`config.mk`:
```
export PLATFORM = sky130hd
export DESIGN_NAME = draw_menu_text_flat
export DESIGN_NICKNAME = d
export VERILOG_FILES = /design/src/rtl/draw_menu_text_if.sv /design/src/rtl/draw_menu_text.sv /design/src/flat_wrapper.sv
export SDC_FILE = /design/constraint.sdc
export NUM_CORES = 1
export LEC_CHECK = 0
export ABC_AREA = 0
export CAP_MARGIN = 20
export CORE_AREA = 2 2 115 117
export CTS_CLUSTER_DIAMETER = 80
export DETAILED_ROUTE_END_ITERATION = 7
export DIE_AREA = 0 0 117 119
export GPL_TIMING_DRIVEN = 1
export PLACE_DENSITY = 0.74
export SKIP_CTS_REPAIR_TIMING = 1
export SYNTH_ARGS = -nofsm -noshare
export SYNTH_HDL_FRONTEND = slang
export SYNTH_SLANG_ARGS = --single-unit
```
`constraint.sdc`:
```
create_clock -name clk -period 8.05 [get_ports clk]
set_input_delay 1.61 -clock clk [delete_from_list [all_inputs] [get_ports clk]]
set_output_delay 1.61 -clock clk [all_outputs]
set_load 0.005 [all_outputs]
```
`src/rtl/draw_menu_text_if.sv`:
```
// VGA timing bundle shared by the pixel pipeline stages.
interface vga_if;
  logic [10:0] hcount;
  logic [10:0] vcount;
  logic        hsync;
  logic        vsync;
  logic        hblnk;
  logic        vblnk;

  modport in  (input  hcount, vcount, hsync, vsync, hblnk, vblnk);
  modport out (output hcount, vcount, hsync, vsync, hblnk, vblnk);
endinterface

```
`src/rtl/draw_menu_text.sv`:
```
// Navigable multi-line 8x16 text overlay with a blinking highlighted line.
// Glyph ROM has one clock of read latency; unknown codes render blank.
module font_rom (
  input  logic        clk,
  input  logic        rst,
  input  logic [10:0] addr,
  output logic [7:0]  char_line_pixels
);
  logic [127:0] glyph;
  logic [127:0] shifted;

  always_comb begin
    case (addr[10:4])
      7'h41:   glyph = 128'h0000_1038_6CC6_C6FE_C6C6_C6C6_0000_0000;
      7'h42:   glyph = 128'h0000_FC66_6666_7C66_6666_66FC_0000_0000;
      7'h43:   glyph = 128'h0000_3C66_C2C0_C0C0_C0C2_663C_0000_0000;
      7'h44:   glyph = 128'h0000_F86C_6666_6666_6666_6CF8_0000_0000;
      7'h45:   glyph = 128'h0000_FE66_6268_7868_6062_66FE_0000_0000;
      7'h7F:   glyph = '1;
      default: glyph = '0;
    endcase
    // Row 0 sits in the top byte.
    shifted = glyph << {addr[3:0], 3'b000};
  end

  always_ff @(posedge clk or posedge rst) begin
    if (rst) char_line_pixels <= '0;
    else     char_line_pixels <= shifted[127:120];
  end
endmodule

module draw_menu_text #(
  parameter int          X             = 0,
  parameter int          Y             = 0,
  parameter int          N_LINES       = 5,
  parameter int          CHARS_IN_LINE = 16,
  parameter int          LINE_PITCH    = 24,
  parameter logic [11:0] FONT_COLOR    = 12'h000,
  parameter logic [11:0] SEL_COLOR     = 12'hF00,
  parameter int          BLINK_FRAMES  = 30
) (
  input  logic        clk,
  input  logic        rst,
  vga_if.in           vga_in,
  input  logic [11:0] rgb_i,
  vga_if.out          vga_out,
  output logic [11:0] rgb_o,
  input  logic        up,
  input  logic        down,
  output logic [3:0]  sel_o,
  output logic [7:0]  char_xy,
  input  logic [6:0]  char_code
);
  localparam logic [11:0] X_LO  = 12'(X);
  localparam logic [11:0] X_HI  = 12'(X + 8 * CHARS_IN_LINE);
  localparam logic [11:0] Y_LO  = 12'(Y);
  localparam logic [11:0] Y_HI  = 12'(Y + LINE_PITCH * N_LINES);
  localparam logic [10:0] PITCH = 11'(LINE_PITCH);
  localparam logic [3:0]  LAST  = 4'(N_LINES - 1);
  localparam int          CW    = (BLINK_FRAMES > 1) ? $clog2(BLINK_FRAMES) : 1;

  typedef struct packed {
    logic [10:0] hcount;
    logic [10:0] vcount;
    logic        hsync;
    logic        vsync;
    logic        hblnk;
    logic        vblnk;
  } timing_t;

  timing_t     t0, t1, t2, t3;
  logic [11:0] rgb1, rgb2, rgb3;
  logic        hit0, hit1, hit2, hit3;
  logic [2:0]  off1, off2, off3;
  logic [3:0]  row1, row2;
  logic [3:0]  line1, line2, line3;
  logic [10:0] dx, dy, row_full;
  logic [7:0]  char_pixels;

  logic        vs_prev, vs_rise, sel_step;
  logic [3:0]  sel, drawn_sel;
  logic [CW-1:0] cnt;
  logic        blink_on, restart;
  logic [11:0] colour;
  logic        lit;

  assign t0 = {vga_in.hcount, vga_in.vcount, vga_in.hsync,
               vga_in.vsync, vga_in.hblnk, vga_in.vblnk};

  // Offsets may wrap outside the area, but hit0 masks them off.
  always_comb begin
    dx       = vga_in.hcount - X_LO[10:0];
    dy       = vga_in.vcount - Y_LO[10:0];
    row_full = dy % PITCH;
    hit0     = ({1'b0, vga_in.hcount} >= X_LO) && ({1'b0, vga_in.hcount} < X_HI) &&
               ({1'b0, vga_in.vcount} >= Y_LO) && ({1'b0, vga_in.vcount} < Y_HI) &&
               (row_full < 11'd16) && !vga_in.hblnk && !vga_in.vblnk;
  end

  always_ff @(posedge clk or posedge rst) begin
    if (rst) begin
      t1 <= '0; t2 <= '0; t3 <= '0;
      rgb1 <= '0; rgb2 <= '0; rgb3 <= '0;
      hit1 <= 1'b0; hit2 <= 1'b0; hit3 <= 1'b0;
      off1 <= '0; off2 <= '0; off3 <= '0;
      row1 <= '0; row2 <= '0;
      line1 <= '0; line2 <= '0; line3 <= '0;
      char_xy <= '0;
    end else begin
      t1 <= t0; rgb1 <= rgb_i; hit1 <= hit0;
      off1 <= dx[2:0]; row1 <= row_full[3:0]; line1 <= 4'(dy / PITCH);
      if (hit0) char_xy <= {4'(dy / PITCH), dx[6:3]};

      t2 <= t1; rgb2 <= rgb1; hit2 <= hit1;
      off2 <= off1; row2 <= row1; line2 <= line1;

      t3 <= t2; rgb3 <= rgb2; hit3 <= hit2;
      off3 <= off2; line3 <= line2;
    end
  end

  font_rom u_font_rom (
    .clk              (clk),
    .rst              (rst),
    .addr             ({char_code, row2}),
    .char_line_pixels (char_pixels)
  );

  always_comb begin
    colour = (line3 == drawn_sel && blink_on) ? SEL_COLOR : FONT_COLOR;
    lit    = hit3 && char_pixels[3'd7 - off3];
    rgb_o  = lit ? colour : rgb3;
  end

  assign vga_out.hcount = t3.hcount;
  assign vga_out.vcount = t3.vcount;
  assign vga_out.hsync  = t3.hsync;
  assign vga_out.vsync  = t3.vsync;
  assign vga_out.hblnk  = t3.hblnk;
  assign vga_out.vblnk  = t3.vblnk;

  assign vs_rise  = vga_in.vsync && !vs_prev;
  assign sel_step = (up ^ down) && (N_LINES > 1);
  assign sel_o    = sel;

  // A selection change is latched and applied at the next frame start so
  // the freshly drawn line always begins in the highlighted phase.
  always_ff @(posedge clk or posedge rst) begin
    if (rst) begin
      vs_prev   <= 1'b0;
      sel       <= '0;
      drawn_sel <= '0;
      cnt       <= '0;
      blink_on  <= 1'b1;
      restart   <= 1'b0;
    end else begin
      vs_prev <= vga_in.vsync;
      if (up && !down)      sel <= (sel == '0)   ? LAST : sel - 1'b1;
      else if (down && !up) sel <= (sel == LAST) ? '0   : sel + 1'b1;

      if (vs_rise) begin
        drawn_sel <= sel;
        restart   <= 1'b0;
        if (restart) begin
          cnt      <= '0;
          blink_on <= 1'b1;
        end else if (BLINK_FRAMES > 0) begin
          if (cnt == CW'(BLINK_FRAMES - 1)) begin
            cnt      <= '0;
            blink_on <= ~blink_on;
          end else begin
            cnt <= cnt + 1'b1;
          end
        end
      end
      if (sel_step) restart <= 1'b1;
    end
  end
endmodule
```
`src/flat_wrapper.sv`:
```
// flat-port wrapper written by rule: the top's interface ports become plain ports
module draw_menu_text_flat 
#(
  parameter int          X             = 0,
  parameter int          Y             = 0,
  parameter int          N_LINES       = 5,
  parameter int          CHARS_IN_LINE = 16,
  parameter int          LINE_PITCH    = 24,
  parameter logic [11:0] FONT_COLOR    = 12'h000,
  parameter logic [11:0] SEL_COLOR     = 12'hF00,
  parameter int          BLINK_FRAMES  = 30
)
  (clk, rst, rgb_i, rgb_o, up, down, sel_o, char_xy, char_code, vga_in_hcount, vga_in_vcount, vga_in_hsync, vga_in_vsync, vga_in_hblnk, vga_in_vblnk, vga_out_hcount, vga_out_vcount, vga_out_hsync, vga_out_vsync, vga_out_hblnk, vga_out_vblnk);
  vga_if vga_in_i ();
  vga_if vga_out_i ();
  input  logic clk;
  input  logic rst;
  input  logic [11:0] rgb_i;
  output logic [11:0] rgb_o;
  input  logic up;
  input  logic down;
  output logic [3:0] sel_o;
  output logic [7:0] char_xy;
  input  logic [6:0] char_code;
  input wire logic [$bits(vga_in_i.hcount)-1:0] vga_in_hcount;
  input wire logic [$bits(vga_in_i.vcount)-1:0] vga_in_vcount;
  input wire logic [$bits(vga_in_i.hsync)-1:0] vga_in_hsync;
  input wire logic [$bits(vga_in_i.vsync)-1:0] vga_in_vsync;
  input wire logic [$bits(vga_in_i.hblnk)-1:0] vga_in_hblnk;
  input wire logic [$bits(vga_in_i.vblnk)-1:0] vga_in_vblnk;
  output wire logic [$bits(vga_out_i.hcount)-1:0] vga_out_hcount;
  output wire logic [$bits(vga_out_i.vcount)-1:0] vga_out_vcount;
  output wire logic [$bits(vga_out_i.hsync)-1:0] vga_out_hsync;
  output wire logic [$bits(vga_out_i.vsync)-1:0] vga_out_vsync;
  output wire logic [$bits(vga_out_i.hblnk)-1:0] vga_out_hblnk;
  output wire logic [$bits(vga_out_i.vblnk)-1:0] vga_out_vblnk;
  assign vga_in_i.hcount = vga_in_hcount;
  assign vga_in_i.vcount = vga_in_vcount;
  assign vga_in_i.hsync = vga_in_hsync;
  assign vga_in_i.vsync = vga_in_vsync;
  assign vga_in_i.hblnk = vga_in_hblnk;
  assign vga_in_i.vblnk = vga_in_vblnk;
  assign vga_out_hcount = vga_out_i.hcount;
  assign vga_out_vcount = vga_out_i.vcount;
  assign vga_out_hsync = vga_out_i.hsync;
  assign vga_out_vsync = vga_out_i.vsync;
  assign vga_out_hblnk = vga_out_i.hblnk;
  assign vga_out_vblnk = vga_out_i.vblnk;
  draw_menu_text #(.X(X), .Y(Y), .N_LINES(N_LINES), .CHARS_IN_LINE(CHARS_IN_LINE), .LINE_PITCH(LINE_PITCH), .FONT_COLOR(FONT_COLOR), .SEL_COLOR(SEL_COLOR), .BLINK_FRAMES(BLINK_FRAMES)) u_core (.clk(clk), .rst(rst), .vga_in(vga_in_i), .rgb_i(rgb_i), .vga_out(vga_out_i), .rgb_o(rgb_o), .up(up), .down(down), .sel_o(sel_o), .char_xy(char_xy), .char_code(char_code));
endmodule
```
* After elaboration in Yosys (flattened, before gate mapping) *
Index checks and enable logic that the tools add are counted.

operators by class
  add/subtract/negate cells = 4
  bitwise gates (word level) = 2
  multipliers = 0
  div/mod/pow operators = 2
  reductions and logical operators = 19
  muxes and demuxes = 15
  shifts and indexed selects = 1
  equal/unequal tests = 9
  magnitude comparators = 4

operators with widths
  operator                                                                       count
  128-bit case mux with 6 select lines                                           1
  128-bit by 7-bit left shift with 128-bit output                                1
  7-bit equality test, second input constant                                     6
  12-bit 2-to-1 mux                                                              2
  4-bit 2-to-1 mux                                                               4
  11-bit by 5-bit divider with 11-bit output, second input constant              1
  11-bit by 5-bit less-than comparator with 1-bit output, second input constant  1
  11-bit by 7-bit less-than comparator with 1-bit output, second input constant  1
  11-bit by 8-bit less-than comparator with 1-bit output, second input constant  1
  11-bit by 5-bit remainder unit with 11-bit output, second input constant       1
  5-bit 2-to-1 mux                                                               2
  1-bit logical AND                                                              9
  2-bit nonzero test                                                             3
  5-bit by 1-bit adder with 5-bit output, second input constant                  1
  5-bit equality test, second input constant                                     1
  1-bit zero test                                                                5
  1-bit 2-to-1 mux                                                               5
  4-bit by 1-bit adder with 4-bit output, second input constant                  1
  4-bit by 3-bit equality test with 1-bit output, second input constant          1
  4-bit equality test                                                            1
  4-bit zero test                                                                1
  3-bit by 4-bit less-than comparator with 1-bit output, second input constant   1
  4-bit by 1-bit subtractor with 4-bit output, second input constant             1
  1-bit binary-select mux with 3-bit select                                      1
  other kinds (4)                                                                4

storage, ports and cells
  memories = 0
  output and inout bits = 50
  latch bits = 0
  logic and storage cells = 95
  bits in read-only memories = 0
  flip-flop bits (word level) = 177
  input port bits = 49
  bits in writable memories = 0

* Longest topological paths before layout *
Gate-level depths: netlist of run 1.

  depth in word-level cells = 5
  gate-level depth with buffers = 10

* Modules after synthesis *
Synthesis of run 1 repeated with hierarchy kept, for this count alone.

unflattened totals
  cells, all modules = 515
  area, all modules = 6,382.4 um^2

by module, submodules not included
  module          instances  cells each  area an instance (um^2)  seq. area each (um^2)
  draw_menu_text  1          369         5,338.9                  3,854.9
  font_rom        1          146         1,043.5                  200.2

* Worst setup path after synthesis of run 1 *
Ideal clock, no wire load.

  path type = input to register
  start point = input port vga_in_vcount[10]
  end point = register u_core.char_xy[4]
  library setup time = 0.125 ns
  required time = 7.925 ns
  slack = 4.601 ns
  data arrival time = 3.324 ns
  stages = 9
  cells stage by stage = buf_6 buf_6 nor2_2 o22ai_1 a32oi_1 nand3_2 or4_1 and4b_4 mux2_2

on the way
  longest elaborated chain between the ends = 5
  elaborated cells between the ends (all ways) = 8

ends and longest elaborated chain
  what                                                                                                                         line                                        RTL
  start, declared                                                                                                              flat_wrapper.sv:26                          input wire logic [$bits(vga_in_i.vcount)-1:0] vga_in_vcount;
  11-bit by 5-bit remainder unit with 11-bit output or 11-bit by 7-bit less-than comparator with 1-bit output (tied branches)  draw_menu_text.sv:94, draw_menu_text.sv:96
  11-bit by 5-bit less-than comparator with 1-bit output or 1-bit logical AND (tied branches)                                  draw_menu_text.sv:97, draw_menu_text.sv:96
  1-bit logical AND                                                                                                            draw_menu_text.sv:96                        ({1'b0, vga_in.vcount} >= Y_LO) && ({1'b0, vga_in.vcount} < Y_HI) &&
  1-bit logical AND (2 in series)                                                                                              draw_menu_text.sv:97                        (row_full < 11'd16) && !vga_in.hblnk && !vga_in.vblnk;
  end signal, assigned                                                                                                         draw_menu_text.sv:112                       if (hit0) char_xy <= {4'(dy / PITCH), dx[6:3]};
  end, declared                                                                                                                draw_menu_text.sv:51                        output logic [7:0] char_xy,

Parallel ways exist; a longest one is shown, timed or not.
A chain may end at the register's enable or synchronous reset.

==> run summary, run 1 <==
- outcome: completed
- reported net switching power: 0.000505 W
- Tcrit/Tclk final: 0.546
- row cnt: 42
- xor and xnor fraction of the mapped netlist area: 0.0140
- total standard cell area after synthesis: 0.00617 mm^2
- Switching Fraction: 0.250
- startpoint-to-endpoint class of the critical path: reg -> out
- clock tree root buffer cell: sky130_fd_sc_hd__clkbuf_16
- number of top-level pins: 99
- deepest clock path buffer count: 2
- clock sink count: 162
- critical-path maximum fanout: 13
- cell-by-cell trace of the critical path: mux4_2, mux2_2, nand2_1, nor3_1, a21o_1, clkdlybuf4s50_1
- source of the worst register-to-register timing path: u_core.t2[4]
- area fraction in compound gates after synthesis: 0.123
- endpoint of the worst register-to-register path: u_core.u_font_rom.char_line_pixels[2]
- GR Overflow Total: 0
- final sum of negative setup slack: 0 ns
- largest clock skew in the final design: 0.00888 ns
- share of cell area taken by muxes after synthesis: 0.0324
- Placed Instances: 741
- dpl hpwl: 7910 um
- Min Clock Period, post-route: 4.40 ns
- nets@finish: 639
- unrepaired setup endpoints after global routing: false
- mean routed wirelength per cell: 15.2 um
- maximum number of pins on one net before global-route repair: 90
- capturing element type of the critical path: output pin
- FF-to-FF setup slack: 5.98 ns
- number of different library cells in the post-synthesis netlist: 72
- Antenna Nets Post-Route: 0
- Vias/cell: 5.28
- part of the power in combinational logic: 0.129
- TritonRoute pass-1 iters: 4
- adder-cell area share of the yosys netlist: 0.0122
- clock slew seen by the registers of the worst setup and hold paths: 0.07 ns
- diode insertion count for antenna repair: 0
- aggregate global-route resource usage: 0.180
- Slew Limit Fails: 0
- total of buffers placed on input and output ports: 98
- ys flop type: sky130_fd_sc_hd__dfrtp_1
- maximum frequency from static timing analysis: 227 MHz
- worst-case headroom to the max-slew limit: 0.433
- flop and latch count out of synthesis: 162
- static leakage: 3.36 nW
- synthesized instance count: 496
- part of the power in registers: 0.464
- Area growth, synth to finish: 27.2%
- main combinational cell family by area after synthesis: simple AND/OR/NAND/NOR gates
- post-synthesis area per instance: 12.4 um^2
- starting density of the core: 0.479
- hold violation count in the final report: 0
- maximum level of the CTS H-tree: 4
- Die Height: 119 um
- Mapped Nets: 551
- type of element launching the critical path: flip-flop
- Chip Width: 117 um
- first-pass GRT wire length: 19,400 um
- portion of total power attributed to the clock network: 0.407
- via count of the first global-routing pass: 3,978
- fraction of final layout cells sized beyond drive strength 1: 0.0973
- CP Capture Point: rgb_o[10]
- power density cells: 257 mW/mm^2
- Final Core Density: 0.610
- biggest area contributors in the synthesized netlist: sky130_fd_sc_hd__dfrtp_1, sky130_fd_sc_hd__a21oi_1, sky130_fd_sc_hd__o21ai_0
- max-cap check violation count: 0
- Synth Area in Simple Gates: 0.126
- detailed-route wire length: 11,700 um
- total power draw: 0.00202 W
- cell type contributing the most total cell area after synthesis: sky130_fd_sc_hd__dfrtp_1
- peak supply drop: 0.000134 V
- number of DRC violations after detailed routing: 0
- Final setup violation count: 0
- number of filler instances in the final layout: 996
- Setup crit start: u_core.vga_out.hcount[0]
- startpoint of the worst hold path: u_core.t2[15]
- number of DRC violations after detailed-routing iteration 0: 262
- core box area: 0.0129 mm^2
- Critical Path Slowest Stage Cell: sky130_fd_sc_hd__mux4_2
- worst slew pin tran: 0.851 ns
- number of warning messages in the yosys log: 0
- TritonCTS buffer count: 17
- number of cells on the worst reg-to-reg path: 7
- standard cell area after detailed placement: 0.00724 mm^2
- share of flip-flops with an asynchronous set or reset after synthesis: 1.00
- Post-synth EDFFs: 0
- delay contributed by the slowest stage of the critical path: 0.51 ns
- number of antenna violations at the first check in global routing: 0
- cell-internal power: 0.00151 W
- non-filler cells, final: 772
- hold crit path type: reg -> reg
- Crit path required time: 6.44 ns
- fraction of the yosys area taken by sequential cells: 0.657
- clock insertion delay at the later pin of the skew report: 0.42 ns
- area share of the leading cell type in the synthesized netlist: 0.653
- final weighted congestion in routability-driven placement: 0.847
- die area: 0.0139 mm^2
- total number of vias: 4,079
- TritonCTS clock tree: done
- area of all placed cells without fillers: 0.00785 mm^2
- critical path arrival: 2.79 ns
## metrics by stage
step                hold slack, ns  setup WS, ns
finish                       0.344          3.65
global route                 0.350          3.42
CTS                          0.348          3.57
detailed placement           0.335          3.44
global placement             0.331          3.58
floorplan                    0.331          2.07
## power by group through the flow
stage                     Sequential (W)  Clock [W]  Combinational (W)
after floorplan                 0.000928          0           0.000173
after global placement          0.000949          0           0.000251
after detailed placement        0.000951          0           0.000260
after CTS                       0.000937   0.000843           0.000263
after global routing            0.000946   0.000876           0.000289
final                           0.000937   0.000822           0.000261
## layout make-up
type,instances,area (um^2),area share
Sequential cell,162,4060,0.516
Clock buffer,17,425,0.0542
Timing Repair Buffer,99,988,0.126
Multi-Input combinational cell,286,1900,0.242
Inverter,18,72.6,0.00924
Clock inverter,14,191,0.0244
Tap cell,176,220,0.0280
## metal layers
layer / GRT usage / share of wire / vias to the layer above
met5: 0 / 0 / -
met4: 0.0691 / 0.020 / 0
li1: - / - / 1943
met3: 0.0478 / 0.050 / 25
met2: 0.281 / 0.50 / 114
met1: 0.243 / 0.43 / 1997
## registers in the layout, indices dropped and copies added (netlist names), 4 cells and up
name                                count
u_core.rgb3                            12
u_core.cnt                              5
u_core.t2                              26
u_core.char_xy                          8
u_core.vga_out.vcount                  11
u_core.line3                            4
u_core.rgb1                            12
u_core.drawn_sel                        4
u_core.line2                            4
u_core.t1                              26
u_core.vga_out.hcount                  11
u_core.sel_o                            4
u_core.u_font_rom.char_line_pixels      8
u_core.rgb2                            12
u_core.line1                            4
## worst min path at each step
stage / endpoint / slack, ns / depth (start not counted)
after floorplan: u_core.hit2 / 0.33 / 0
after global placement: u_core.rgb3[2] / 0.33 / 0
after detailed placement: u_core.line3[0] / 0.33 / 0
after CTS: u_core.rgb2[1] / 0.35 / 0
after global routing: u_core.vga_out.hcount[2] / 0.35 / 0
final: u_core.vga_out.hcount[0] / 0.34 / 0
## placed cells by master (no fill, tap or decap), drive strengths merged, types with 8 or more instances in the layout
cell	n
clkbuf	17
clkdlybuf4s50	98
a21oi	28
nor3	9
dfrtp	161
nand2	31
nand3	16
inv	26
nor2	26
and2	12
mux2	12
o21ai	26
nand2b	8
## critical path, delay by kind of cell, from the launching register on
kind	cells	cell delay (ns)
DFF	1	0.42
muxes	2	0.81
and+or+nand+nor	2	0.49
AOI/OAI and AO/OA	1	0.18
buffers and inverters	1	0.46
## cells by family after synthesis
kind of cell    Yosys count
compound gates          114
xor+xnor                  9
fa+ha+maj                 6
buf+inv                  48
flops                   162
mux                      16
simple gates            141
## cells in the mapped netlist (all sizes together) (4+ instances only)
library cell    n
nand2b          8
xnor2           7
a311oi          4
inv            18
o22ai           6
mux2           12
clkbuf         21
nand2          31
nand4           6
o21ai          26
and3            4
a21oi          28
nor3            9
and2           12
buf             9
a211oi          5
a21boi          4
dfrtp         161
nor2           26
nor4            6
ha              6
nand3          16
a221oi          4
nor2b           6
a21o            5
No activity file was read; power rests on OpenSTA's default activity.
==> run 2: changes to the inputs <==
Clock period 8.05 ns to 4.2 ns, I/O delays scaled along.
==> run 2 against run 1 <==
Non-clock buffer count up 3. Setup slack worse by 3.1 ns. Sequential share of layout area down 0.40 points. Critical path depth unchanged. Core utilization up 0.48 points. Cell count up 0.52%. Total power up 94%. Routed wire length up 3.1%. Global-route usage up 0.47 points. Register-to-register slack worse by 3.9 ns. Clock-buffer cell count unchanged. Critical endpoint is now rgb_o[11]. Highest routed layer unchanged.
==> run summary, run 2 (synthesis gave the netlist of run 1 again) <==
- worst slew pin tran: 0.781 ns, was 0.851 ns
- fraction of final layout cells sized beyond drive strength 1: 0.103, was 0.0973
- clock tree root buffer cell: sky130_fd_sc_hd__clkbuf_16, unchanged
- clock insertion delay at the later pin of the skew report: 0.42 ns, about the same
- Min Clock Period, post-route: 3.62 ns
- FF-to-FF setup slack: 2.12 ns, was 5.98 ns
- total power draw: 0.00391 W, was 0.00202 W
- total of buffers placed on input and output ports: 98, unchanged
- final sum of negative setup slack: 0 ns, unchanged
- power density cells: 494 mW/mm^2, was 257 mW/mm^2
- startpoint-to-endpoint class of the critical path: reg -> out, unchanged
- terminating pin of the worst hold path: u_core.vga_out.vcount[3], was u_core.vga_out.hcount[0]
- TritonCTS clock tree: done, unchanged
- nets@finish: 642, was 639
- Switching Fraction: 0.266, was 0.250
- GR Overflow Total: 0, unchanged
- largest clock skew in the final design: 0.00675 ns, was 0.00888 ns
- startpoint of the worst hold path: u_core.t2[7], was u_core.t2[15]
- dpl hpwl: 8220 um, was 7910 um
- number of antenna violations at the first check in global routing: 0, unchanged
- detailed-route wire length: 12,100 um, was 11,700 um
- Crit path required time: 3.36 ns, was 6.44 ns
- mean routed wirelength per cell: 15.5 um, was 15.2 um
- Area growth, synth to finish: 28.2%, was 27.2%
- total number of vias: 4,157, was 4,079
- portion of total power attributed to the clock network: 0.412, was 0.407
- row cnt: 42, unchanged
- maximum level of the CTS H-tree: 4, unchanged
- type of element launching the critical path: flip-flop, unchanged
- part of the power in registers: 0.459, was 0.464
- hold violation count in the final report: 0, unchanged
- number of DRC violations after detailed-routing iteration 0: 239, was 262
- maximum frequency from static timing analysis: 276 MHz
- capturing element type of the critical path: output pin, unchanged
- deepest clock path buffer count: 2, unchanged
- Chip Width: 117 um, unchanged
- Slew Limit Fails: 0, unchanged
- first-pass GRT wire length: 20,100 um, was 19,400 um
- source of the worst register-to-register timing path: u_core.t2[4], unchanged
- critical-path maximum fanout: 13, unchanged
- diode insertion count for antenna repair: 0, unchanged
- number of DRC violations after detailed routing: 0, unchanged
- clock sink count: 162, unchanged
- reported net switching power: 0.00104 W, was 0.000505 W
- part of the power in combinational logic: 0.129, about the same
- static leakage: 3.38 nW, was 3.36 nW
- outcome: completed, unchanged
- number of cells on the worst reg-to-reg path: 7, unchanged
- cell-internal power: 0.00287 W, was 0.00151 W
- critical path arrival: 2.78 ns, was 2.79 ns
- largest registers: u_core.t1: 26 flops, u_core.t2: 26 flops, unchanged
- die area: 0.0139 mm^2, unchanged
- Final setup violation count: 0, unchanged
- via count of the first global-routing pass: 4,167, was 3,978
- starting density of the core: 0.479, unchanged
- Antenna Nets Post-Route: 0, unchanged
- endpoint of the worst register-to-register path: u_core.u_font_rom.char_line_pixels[2], unchanged
- clock slew seen by the registers of the worst setup and hold paths: 0.07 ns, about the same
- max-cap check violation count: 0, unchanged
- core box area: 0.0129 mm^2, unchanged
- Tcrit/Tclk final: 0.861
- TritonCTS buffer count: 17, unchanged
- peak supply drop: 0.000267 V, was 0.000134 V
- maximum number of pins on one net before global-route repair: 89, was 90
- most common library cell in the layout ignoring fill and taps: sky130_fd_sc_hd__dfrtp_1, unchanged
- TritonRoute pass-1 iters: 5, was 4
- number of top-level pins: 99, unchanged
- most frequent cells in the layout: sky130_fd_sc_hd__dfrtp_1, sky130_fd_sc_hd__clkdlybuf4s50_1, sky130_fd_sc_hd__nand2_1, unchanged
- worst-case headroom to the max-slew limit: 0.479, was 0.433
- unrepaired setup endpoints after global routing: false, unchanged
- cell count of the worst hold path: 0, unchanged
- Vias/cell: 5.36, was 5.28
- final weighted congestion in routability-driven placement: 0.869, was 0.847
- Die Height: 119 um, unchanged
- aggregate global-route resource usage: 0.185, was 0.180
- hold crit path type: reg -> reg, unchanged
[run 2: cell types whose count changed in the layout (fill, tap and decap cells not counted), moves of 2 or more]
| cell | previous run | this run |
|---|---|---|
| sky130_fd_sc_hd__clkinv_8 | 1 | 4 |
| sky130_fd_sc_hd__inv_8 | 1 | 3 |
| sky130_fd_sc_hd__buf_4 | 1 | 3 |
| sky130_fd_sc_hd__inv_6 | 8 | 1 |
| sky130_fd_sc_hd__clkinv_4 | 0 | 4 |
[run 2: area by class of cell]
| class | instances | area [um^2] |
|---|---|---|
| clock buffers | 17 | 425 |
| clock inverters | 15 | 219 |
| fillers | 991 | 4960 |
| inverters | 18 | 71.3 |
| multi-input cells | 286 | 1900 |
| flip-flops and latches | 162 | 4060 |
| well taps | 176 | 220 |
| repair buffers | 102 | 1020 |
[run 2: power groups by stage]
stage | clock, W | sequential [W] | combinational [W]
2_1_floorplan | 0 | 0.00178 | 0.000333
3_3_place_gp | 0 | 0.00182 | 0.000485
3_5_place_dp | 0 | 0.00182 | 0.000504
4_1_cts | 0.00165 | 0.00180 | 0.000508
5_1_grt | 0.00172 | 0.00181 | 0.000559
6_report | 0.00161 | 0.00180 | 0.000503
[run 2: metrics by stage]
step | std cells | hold WS, ns | instance area, um^2 | util | worst slack, ns
4_1_cts | 776 | 0.348 | 7920 | 0.615 | 0.526
6_report | 776 | 0.347 | 7920 | 0.615 | 0.583
2_1_floorplan | 496 | 0.331 | 6180 | - | 1.30
5_1_grt | 776 | 0.350 | 7920 | 0.615 | 0.437
3_3_place_gp | 744 | 0.331 | 7270 | 0.565 | 0.521
3_5_place_dp | 744 | 0.335 | 7270 | 0.565 | 0.410
[run 2: how the worst max path moves through the flow]
| stage | startpoint | to | slack, ns |
|---|---|---|---|
| 2_1_floorplan | rst | u_core.char_xy[0] | 1.30 |
| 6_report | u_core.vga_out.hcount[0] | rgb_o[11] | 0.58 |
| 5_1_grt | u_core.vga_out.hcount[0] | rgb_o[11] | 0.44 |
| 4_1_cts | u_core.vga_out.hcount[0] | rgb_o[8] | 0.53 |
| 3_5_place_dp | vga_in_vcount[10] | u_core.char_xy[4] | 0.41 |
| 3_3_place_gp | vga_in_vcount[10] | u_core.char_xy[4] | 0.52 |
[run 2: worst max-delay path, cell delays in order (launching register included)]
cell,delay [ns]
sky130_fd_sc_hd__dfrtp_1,0.42
sky130_fd_sc_hd__mux4_2,0.53
sky130_fd_sc_hd__mux2_2,0.31
sky130_fd_sc_hd__nand2_1,0.29
sky130_fd_sc_hd__nor3_1,0.17
sky130_fd_sc_hd__a21o_1,0.18
sky130_fd_sc_hd__clkdlybuf4s50_1,0.46
[run 2: per-layer routing]
| metal | part of all wire | track usage |
|---|---|---|
| met4 | 0.026 | 0.0713 |
| met5 | 0 | 0 |
| met3 | 0.046 | 0.0473 |
| met1 | 0.42 | 0.242 |
| met2 | 0.50 | 0.297 |
